File: src/rtl/cpu_pkg.sv
// cpu_pkg: shared datapath widths and ALU opcode encoding.
package cpu_pkg;
  localparam int DATA_W = 32;
  localparam int REG_AW = 5;
  localparam int OP_W   = 4;
  localparam int IMM_W  = 16;
  typedef enum logic [OP_W-1:0] {
    OP_AND = 4'b0000,
    OP_OR  = 4'b0001,
    OP_XOR = 4'b0010,
    OP_ADD = 4'b0011,
    OP_SUB = 4'b0100,
    OP_MUL = 4'b0101,
    OP_DIV = 4'b0110,
    OP_REM = 4'b0111,
    OP_SHL = 4'b1000,
    OP_SHR = 4'b1001,
    OP_ROL = 4'b1010,
    OP_ROR = 4'b1011
  } alu_op_e;
endpackage

File: src/rtl/reg_file.sv
// reg_file: 2 async read ports, 1 sync write port, r0 hardwired to zero.
module reg_file #(
  parameter int DATA_W = cpu_pkg::DATA_W,
  parameter int AW     = cpu_pkg::REG_AW
) (
  input  logic              clk,
  input  logic              rst,
  input  logic [AW-1:0]     ra1_i,
  input  logic [AW-1:0]     ra2_i,
  output logic [DATA_W-1:0] rd1_o,
  output logic [DATA_W-1:0] rd2_o,
  input  logic              we_i,
  input  logic [AW-1:0]     wa_i,
  input  logic [DATA_W-1:0] wd_i
);
  localparam int NREG = 1 << AW;
  logic [DATA_W-1:0] mem_q [NREG];
  always_ff @(posedge clk) begin
    if (rst) begin
      for (int i = 0; i < NREG; i++) mem_q[i] <= '0;
    end else if (we_i && wa_i != '0) begin
      mem_q[wa_i] <= wd_i;
    end
  end
  assign rd1_o = (ra1_i == '0) ? '0 : mem_q[ra1_i];
  assign rd2_o = (ra2_i == '0) ? '0 : mem_q[ra2_i];
endmodule

File: src/rtl/operand_fetch.sv
// operand_fetch: reads ALU operands with writeback bypass, stalls on scoreboard
// hazards, and holds them in a registered valid/ready output stage.
module operand_fetch #(
  parameter int DATA_W = cpu_pkg::DATA_W,
  parameter int REG_AW = cpu_pkg::REG_AW,
  parameter int OP_W   = cpu_pkg::OP_W,
  parameter int IMM_W  = cpu_pkg::IMM_W
) (
  input  logic              clk,
  input  logic              rst,
  input  logic              in_valid,
  output logic              in_ready,
  input  logic [OP_W-1:0]   in_opcode,
  input  logic [REG_AW-1:0] in_rs1,
  input  logic [REG_AW-1:0] in_rs2,
  input  logic [REG_AW-1:0] in_rd,
  input  logic              in_use_imm,
  input  logic [IMM_W-1:0]  in_imm,
  output logic              out_valid,
  input  logic              out_ready,
  output logic [DATA_W-1:0] out_a,
  output logic [DATA_W-1:0] out_b,
  output logic [OP_W-1:0]   out_opcode,
  output logic [REG_AW-1:0] out_rd,
  input  logic              wb_en,
  input  logic [REG_AW-1:0] wb_rd,
  input  logic [DATA_W-1:0] wb_data
);
  import cpu_pkg::*;
  localparam int NREG = 1 << REG_AW;
  logic [DATA_W-1:0] rf_a, rf_b, a_d, b_d, imm_ext, out_a_q, out_b_q;
  logic [OP_W-1:0]   out_opcode_q;
  logic [REG_AW-1:0] out_rd_q;
  logic              out_valid_q, out_valid_d, hazard, accept, wb_we;
  logic [NREG-1:0]   pend_q, pend_d, wb_clr, pend_eff, acc_set;
  assign wb_we = wb_en && wb_rd != '0;
  reg_file #(.DATA_W(DATA_W), .AW(REG_AW)) u_rf (
    .clk   (clk),
    .rst   (rst),
    .ra1_i (in_rs1),
    .ra2_i (in_rs2),
    .rd1_o (rf_a),
    .rd2_o (rf_b),
    .we_i  (wb_we),
    .wa_i  (wb_rd),
    .wd_i  (wb_data)
  );
  // A writeback retiring this cycle already satisfies any hazard on its register.
  always_comb begin
    wb_clr      = wb_we ? NREG'(1) << wb_rd : '0;
    pend_eff    = pend_q & ~wb_clr;
    hazard      = pend_eff[in_rs1] | (!in_use_imm & pend_eff[in_rs2]) | ((in_rd != '0) & pend_eff[in_rd]);
    in_ready    = !hazard && (!out_valid_q || out_ready);
    accept      = in_valid && in_ready;
    imm_ext     = {{(DATA_W-IMM_W){in_imm[IMM_W-1]}}, in_imm};
    a_d         = (wb_we && wb_rd == in_rs1) ? wb_data : rf_a;
    b_d         = in_use_imm ? imm_ext : (wb_we && wb_rd == in_rs2) ? wb_data : rf_b;
    acc_set     = (accept && in_rd != '0) ? NREG'(1) << in_rd : '0;
    pend_d      = (pend_q & ~wb_clr) | acc_set;
    out_valid_d = accept | (out_valid_q & !out_ready);
  end
  always_ff @(posedge clk) begin
    if (rst) begin
      pend_q       <= '0;
      out_valid_q  <= 1'b0;
      out_a_q      <= '0;
      out_b_q      <= '0;
      out_opcode_q <= OP_W'(OP_AND);
      out_rd_q     <= '0;
    end else begin
      pend_q      <= pend_d;
      out_valid_q <= out_valid_d;
      if (accept) begin
        out_a_q      <= a_d;
        out_b_q      <= b_d;
        out_opcode_q <= in_opcode;
        out_rd_q     <= in_rd;
      end
    end
  end
  assign out_valid  = out_valid_q;
  assign out_a      = out_a_q;
  assign out_b      = out_b_q;
  assign out_opcode = out_opcode_q;
  assign out_rd     = out_rd_q;
endmodule

File: config.mk
export PLATFORM = sky130hd
export DESIGN_NAME = operand_fetch
export DESIGN_NICKNAME = d
export VERILOG_FILES = /design/src/rtl/cpu_pkg.sv /design/src/rtl/reg_file.sv /design/src/rtl/operand_fetch.sv
export SDC_FILE = /design/constraint.sdc
export NUM_CORES = 2
export LEC_CHECK = 0
export CORE_ASPECT_RATIO = 1.25
export CORE_UTILIZATION = 30
export CTS_CLUSTER_DIAMETER = 60
export CTS_CLUSTER_SIZE = 24
export DETAILED_ROUTE_END_ITERATION = 7
export HOLD_SLACK_MARGIN = 0.12
export PLACE_DENSITY = 0.41
export RECOVER_POWER = 50
export SETUP_SLACK_MARGIN = 0.05
export SLEW_MARGIN = 20
export SYNTH_ARGS = -nofsm -noshare
export SYNTH_HDL_FRONTEND = slang
export SYNTH_HIERARCHICAL = 1
export SYNTH_SLANG_ARGS = --single-unit
File: constraint.sdc
create_clock -name clk -period 7.9 [get_ports clk]
set_clock_uncertainty 0.1 [all_clocks]
set_input_delay 2.37 -clock clk [delete_from_list [all_inputs] [get_ports clk]]
set_output_delay 2.37 -clock clk [all_outputs]
set_load 0.01 [all_outputs]
## Yosys cells after proc, flatten, opt, wreduce, memory -nomap -nowiden

Memories as Yosys holds them, arrays and structs flattened.
Cells that the tools add are included.

- Memory bits (writable): 1024
- Output and inout bits: 75
- Memories kept: 1
- Bits in registers: 106
- Input port bits: 78

Memory list:

| name | words | bits a word | read ports | clocked after memory_dff | write ports | RTL line | text |
|---|---|---|---|---|---|---|---|
| u_rf.mem_q | 32 | 32 | 2 | 0 | 32 | reg_file.sv:17 | `logic [DATA_W-1:0] mem_q [NREG];` |

- Bitwise operators: 9
- Mux-type cells: 21
- Magnitude comparators: 3
- Equal/unequal tests: 2
- Shift operators: 2
- Reductions and logical operators: 17

Operators with widths:

| cell | number |
|---|---|
| 32-bit two-way mux | 8 |
| 1-bit by 5-bit << shifter with 32-bit output (first input constant) | 2 |
| 32-bit bitwise AND | 1 |
| 32-bit inverter | 1 |
| 32-bit bitwise OR | 1 |
| 32-bit OR reduction | 1 |
| 5-bit by 6-bit less-than comparator with 1-bit output (second input constant) | 3 |
| 1-bit binary-select mux with 5-bit select | 3 |
| 5-bit equality test | 2 |
| 5-bit logical NOT | 2 |
| 5-bit nonzero test | 2 |
| 1-bit two-way mux | 9 |
| 1-bit logical AND | 7 |
| 5-bit two-way mux | 1 |
| 1-bit logical NOT | 4 |
| 1-bit bitwise AND | 3 |
| 1-bit bitwise OR | 3 |
| 1-bit logical OR | 1 |

## Longest topological paths before layout

- Depth in word-level cells: 16
- Mapped depth: 13
- Depth with buffers taken out: 8

## Hierarchy

Netlist, hierarchy kept.

By module, submodules not included:

| module | sequential area each (um^2) | area an instance (um^2) | cells each | instances |
|---|---|---|---|---|
| reg_file | 30749.5 | 54253.3 | 3502 | 1 |
| operand_fetch | 2122.0 | 6643.9 | 788 | 1 |

## Worst setup path before layout

Ideal clock, no wire load.

- Path type: input-to-output
- Start point: input port wb_rd[0]
- End point: output port in_ready
- Arrival: 4.561 ns
- Buffers on the path: 3
- Cell stages on the path: 10
- Slack: 0.869 ns
- Cells stage by stage: buf_4 or4b_4 o21ai_2 o211a_1 nand4_1 a2111oi_2 and3_1 buf_4 buf_2 o221a_2

- Word-level cells in the longest chain between the ends: 12
- Elaborated cells between the ends (all ways): 18
- Those cells by class: shift: 1; mux: 7; bitwise: 6; reduce/logical: 4

Ends and longest elaborated chain:

| what | RTL line | text |
|---|---|---|
| start, declared | operand_fetch.sv:26 | `input logic [REG_AW-1:0] wb_rd,` |
| 5-bit nonzero test | operand_fetch.sv:36 | `assign wb_we = wb_en && wb_rd != '0;` |
| 1-bit logical AND | operand_fetch.sv:36 |  |
| 32-bit two-way mux * | operand_fetch.sv:50 | `wb_clr = wb_we ? NREG'(1) << wb_rd : '0;` |
| 32-bit inverter * | operand_fetch.sv:51 | `pend_eff = pend_q & ~wb_clr;` |
| 32-bit bitwise AND * | operand_fetch.sv:51 |  |
| 1-bit binary-select mux with 5-bit select | operand_fetch.sv:52 | `hazard = pend_eff[in_rs1] \| (!in_use_imm & pend_eff[in_rs2]) \| ((in_rd != '0) & pend_eff[in_rd]);` |
| 1-bit two-way mux (not written as such) | operand_fetch.sv:52 |  |
| 1-bit bitwise AND | operand_fetch.sv:52 |  |
| 1-bit bitwise OR | operand_fetch.sv:52 |  |
| 1-bit bitwise OR * | operand_fetch.sv:52 |  |
| 1-bit logical NOT * | operand_fetch.sv:53 | `in_ready = !hazard && (!out_valid_q \|\| out_ready);` |
| 1-bit logical AND * | operand_fetch.sv:53 |  |
| end, declared | operand_fetch.sv:12 | `output logic in_ready,` |

Mark *: on every way between the ends. The rest lies on a longest branch, timed or not. The select of a mux whose other input is x is not followed.

## Final worst setup path

- Start point: input port wb_rd[1]
- End point: output port in_ready

Same word-level chain as after synthesis.

==> results by stage <==
Run status:
- The flow ran to the end, but the final reports show violations.
- The checks that failed: max-capacitance violations, max-slew violations.

Floorplanning:
- The floorplan has between 150 and 200 rows.
- The die covers 0.205 sq mm.
- The width of the die is 405 um.
- The region available for standard cell placement spans 0.201 sq mm.
- The number of ports placed on the die boundary is 153.
- Measured along the y axis, the die boundary spans 506 um.
- For this configuration, the core starts out at a cell density of 0.302.

Synthesis:
- After synthesis the netlist holds a flip-flop and latch count of 1130.
- The top-area cell type share of the netlist area is 0.505.
- Synthesis produced a netlist whose cell count is 4290.
- Yosys attributes the largest share of cell area to sky130_fd_sc_hd__edfxtp_1, sky130_fd_sc_hd__mux4_2, sky130_fd_sc_hd__and2_1.
- The biggest area contributor in the post-synthesis netlist is sky130_fd_sc_hd__edfxtp_1.
- The combined area of all synthesized cells is 0.0609 sq mm.
- The sequential cell area fraction in the yosys report is 0.540.
- The synthesized area per cell is 14.2 sq um.
- The Yosys step of the flow raised 6 warnings.
- In this run, synthesis inferred 1024 flip-flops with an integrated enable.
- The number of different library cells used by synthesis comes to between 70 and 80.
- For this run, the leading register cell type out of synthesis is sky130_fd_sc_hd__edfxtp_1.
- For this run, asynchronously set or reset flops after synthesis account for 0.

Detailed routing:
- In the routed layout, each cell is associated on average with a via count of 5.46.
- For this run, the detailed router's first-pass iteration total came to 7.
- Once detail routing completed, the nets flagged for antenna violations numbered 0.
- The number of design-rule violations left by the first detailed-router iteration is 3667.
- After detailed routing, the total wire length is 248000 um.
- The total DRC errors in the routed layout is 0.
- The detailed-route via count is roughly 40k.
- The detailed-route wire length per cell is ~35 um.

Placed design:
- Once detailed placement completed, the half-perimeter wirelength came to 151000 um.
- At the placement stage, the worst setup path has a slack of -84.1 ps.
- The count of buffers added on input and output ports is 152.
- The congestion estimate from routability-driven global placement came to slightly below 0.9.

Worst setup path:
- The top fanout value on the critical path is 6.
- The signal on the critical path passes through clkdlybuf4s50_1 -> buf_4 -> buf_12 -> nand4b_1 -> buf_4 -> o21ai_0 -> a211oi_1 -> a2111o_1 -> nor4_2 -> and3_4 -> o221a_2 -> dlygate4sd2_1.
- The largest individual stage delay along the critical path comes from the cell sky130_fd_sc_hd__clkdlybuf4s50_1.
- By instance count, the cell type seen most on the critical path is sky130_fd_sc_hd__buf_4.
- Data on the critical path arrives at its endpoint at 5180 ps.
- The worst setup path is launched from a primary input.
- By startpoint and endpoint, the worst setup path is classified as primary input to output port.
- The largest stage delay on the critical path is approximately 400 ps.
- The type of destination of the critical path is an output port.
- The data required time at the worst endpoint is 5430 ps.

Finish:
- The area of the multi-input gates is 0.0262 sq mm.
- Leaving out fill and tap cells, the most frequent cell in the layout is sky130_fd_sc_hd__edfxtp_1.
- Leaving out fill and tap cells, the most frequent cells in the layout are sky130_fd_sc_hd__edfxtp_1, sky130_fd_sc_hd__and2_1, sky130_fd_sc_hd__mux4_2.
- The final-layout fill cell count is 19.3k.
- The final layout net count is roughly 4.5k.
- The fraction of layout instances using a drive strength above 1 is 0.243.
- The area growth from synthesis to layout is 15.2%.
- The sequential cells in the finished layout cover a total of 0.0329 sq mm.

Power and ir drop:
- Across the VDD grid, the largest voltage drop is 0.160 mV.
- The power density over the cells is 214 mW/mm^2.
- The leakage power summed over all cells is ~23 nW.

Timing:
- The number of endpoints with negative hold slack in the final report is 0.
- In this run the tightest slew margin relative to its limit is -1.59.
- The minimum period implied by the final worst setup slack is 7650 ps.
- Setup repair after global routing left no endpoint under its margin.
- In the finished design, the share of the clock period the worst path needs comes to 0.968.
- After routing, the total negative slack on setup checks comes to 0 ps.
- The timing-limited maximum frequency is roughly 130 MHz.
- The final number of setup-violating endpoints is 0.
- For the pin with the worst max-slew slack, the measured transition is 3890 ps.
- The number of pins exceeding their max-slew limit in the final report is roughly 370.
- The smallest setup slack after layout is 250 ps.

Clock tree:
- The clock insertion delay at the later pin of the skew report is 780 ps.
- Clock tree synthesis inserted a total of 114 buffers.
- In this run, post-CTS hold repair placed 0 buffers.
- The number of H-tree branching levels is 3.
- In this run the deepest clock path goes through 3 buffers.
- The tree is rooted in a sky130_fd_sc_hd__clkbuf_16.
- TritonCTS built the clock tree.
- CTS saw 1130 sinks.
- The clock transition time at the flip-flop clock pins of the worst setup and hold paths is 80 ps.

Min path:
- In this run the worst hold path is classified as flop to flop.

Global route:
- The global-route wire length before repair is 341000 um.
- The initial antenna violation count came to 20.
- Entering global routing, the biggest net connects just over 100 pins.
- The via count of the first global-routing pass is just over 40k.
- The remaining global-route overflow is 0.
- The total routing resource utilization after global routing is 0.240.

Run:
- The max-cap violation count is 13.
## Yosys cell counts, drive strengths merged, types with 9 or more instances
cell type	n
mux2i	206
inv	10
or3	11
a211oi	41
a22oi	17
edfxtp	1024
nor4	13
o21ai	103
nand3b	9
a22o	51
nor3	60
nand2	32
or2	34
nand2b	17
o31ai	34
o211ai	16
o32ai	24
mux2	48
a21oi	82
clkbuf	323
nor2	62
mux4	478
nand3	22
dfxtp	106
a2111oi	56
o22ai	110
nor2b	58
and2	996
buf	154
## power by group
part	internal [mW]	total [mW]	switching, mW
Sequential	6.85	7.02	0.177
Clock	3.00	5.93	2.93
Combinational	0.819	2.08	1.26
## through the flow
step	cells	hold slack, ps	power, mW	cell area [sq um]	util
final	7186	372	15.0	70200	0.348
after floorplan	4321	328	8.25	61000	-
after CTS	7175	378	15.2	70300	0.349
after global placement	6958	363	9.26	66200	0.329
after global routing	7176	387	15.5	70100	0.348
after detailed placement	6958	366	9.26	66200	0.329
## critical path: cells and delay by family
family	cells	cell delay [ps]
buffers and inverters	5	1220
AOI/OAI and AO/OA	4	780
and+or+nand+nor	3	810
## flip-flops by register name (all words and copies together) (netlist names)
signal / count
out_valid: 1
out_opcode: 4
out_rd: 5
pend_q: 32
out_a: 32
out_b: 32
u_rf/mem_q: 1024
## worst paths after layout
kind / from / to / slack [ps] / depth (start not counted)
setup / recovery: wb_rd[1] / in_ready / 250 / 12
hold / removal: out_opcode[2] / out_opcode[2] / 370 / 2
setup reg to reg: pend_q[27] / pend_q[28] / 4290 / 8
hold reg to reg: out_opcode[2] / out_opcode[2] / 370 / 2
## routing by layer
layer  vias to the layer above  track usage  share of wire
met5                         -            0              0
met4                         0        0.104          0.050
met3                       372       0.0280          0.053
met2                      1398        0.406           0.49
met1                     20700        0.310           0.41
li1                      16800            -              -
## what timing repair did
action	CTS	global route
hold endpoints to repair	0	0
resized for setup	16	0
buffers inserted	0	0
endpoints found under the setup margin	1	0
## area by class of cell
cell class / instances / area share
sequential: 1130 / 0.469
multi-input combinational: 2704 / 0.373
timing repair buffer: 417 / 0.0514
tap: 2697 / 0.0481
clock buffer: 121 / 0.0424
clock inverter: 96 / 0.0157
inverter: 10 / 0.000535
antenna: 11 / 0.000392
## cell families after synthesis
group | after synthesis | share of synthesized area
muxes | 732 | 0.220
and+or+nand+nor | 1356 | 0.136
xor gates and xnor gates | 11 | 0.00158
DFF | 1130 | 0.540
AOI/OAI and AO/OA | 573 | 0.0658
buffers and inverters | 487 | 0.0368
other | 1 | 0.0000616
Note: power is estimated with default switching activity, not from simulation.
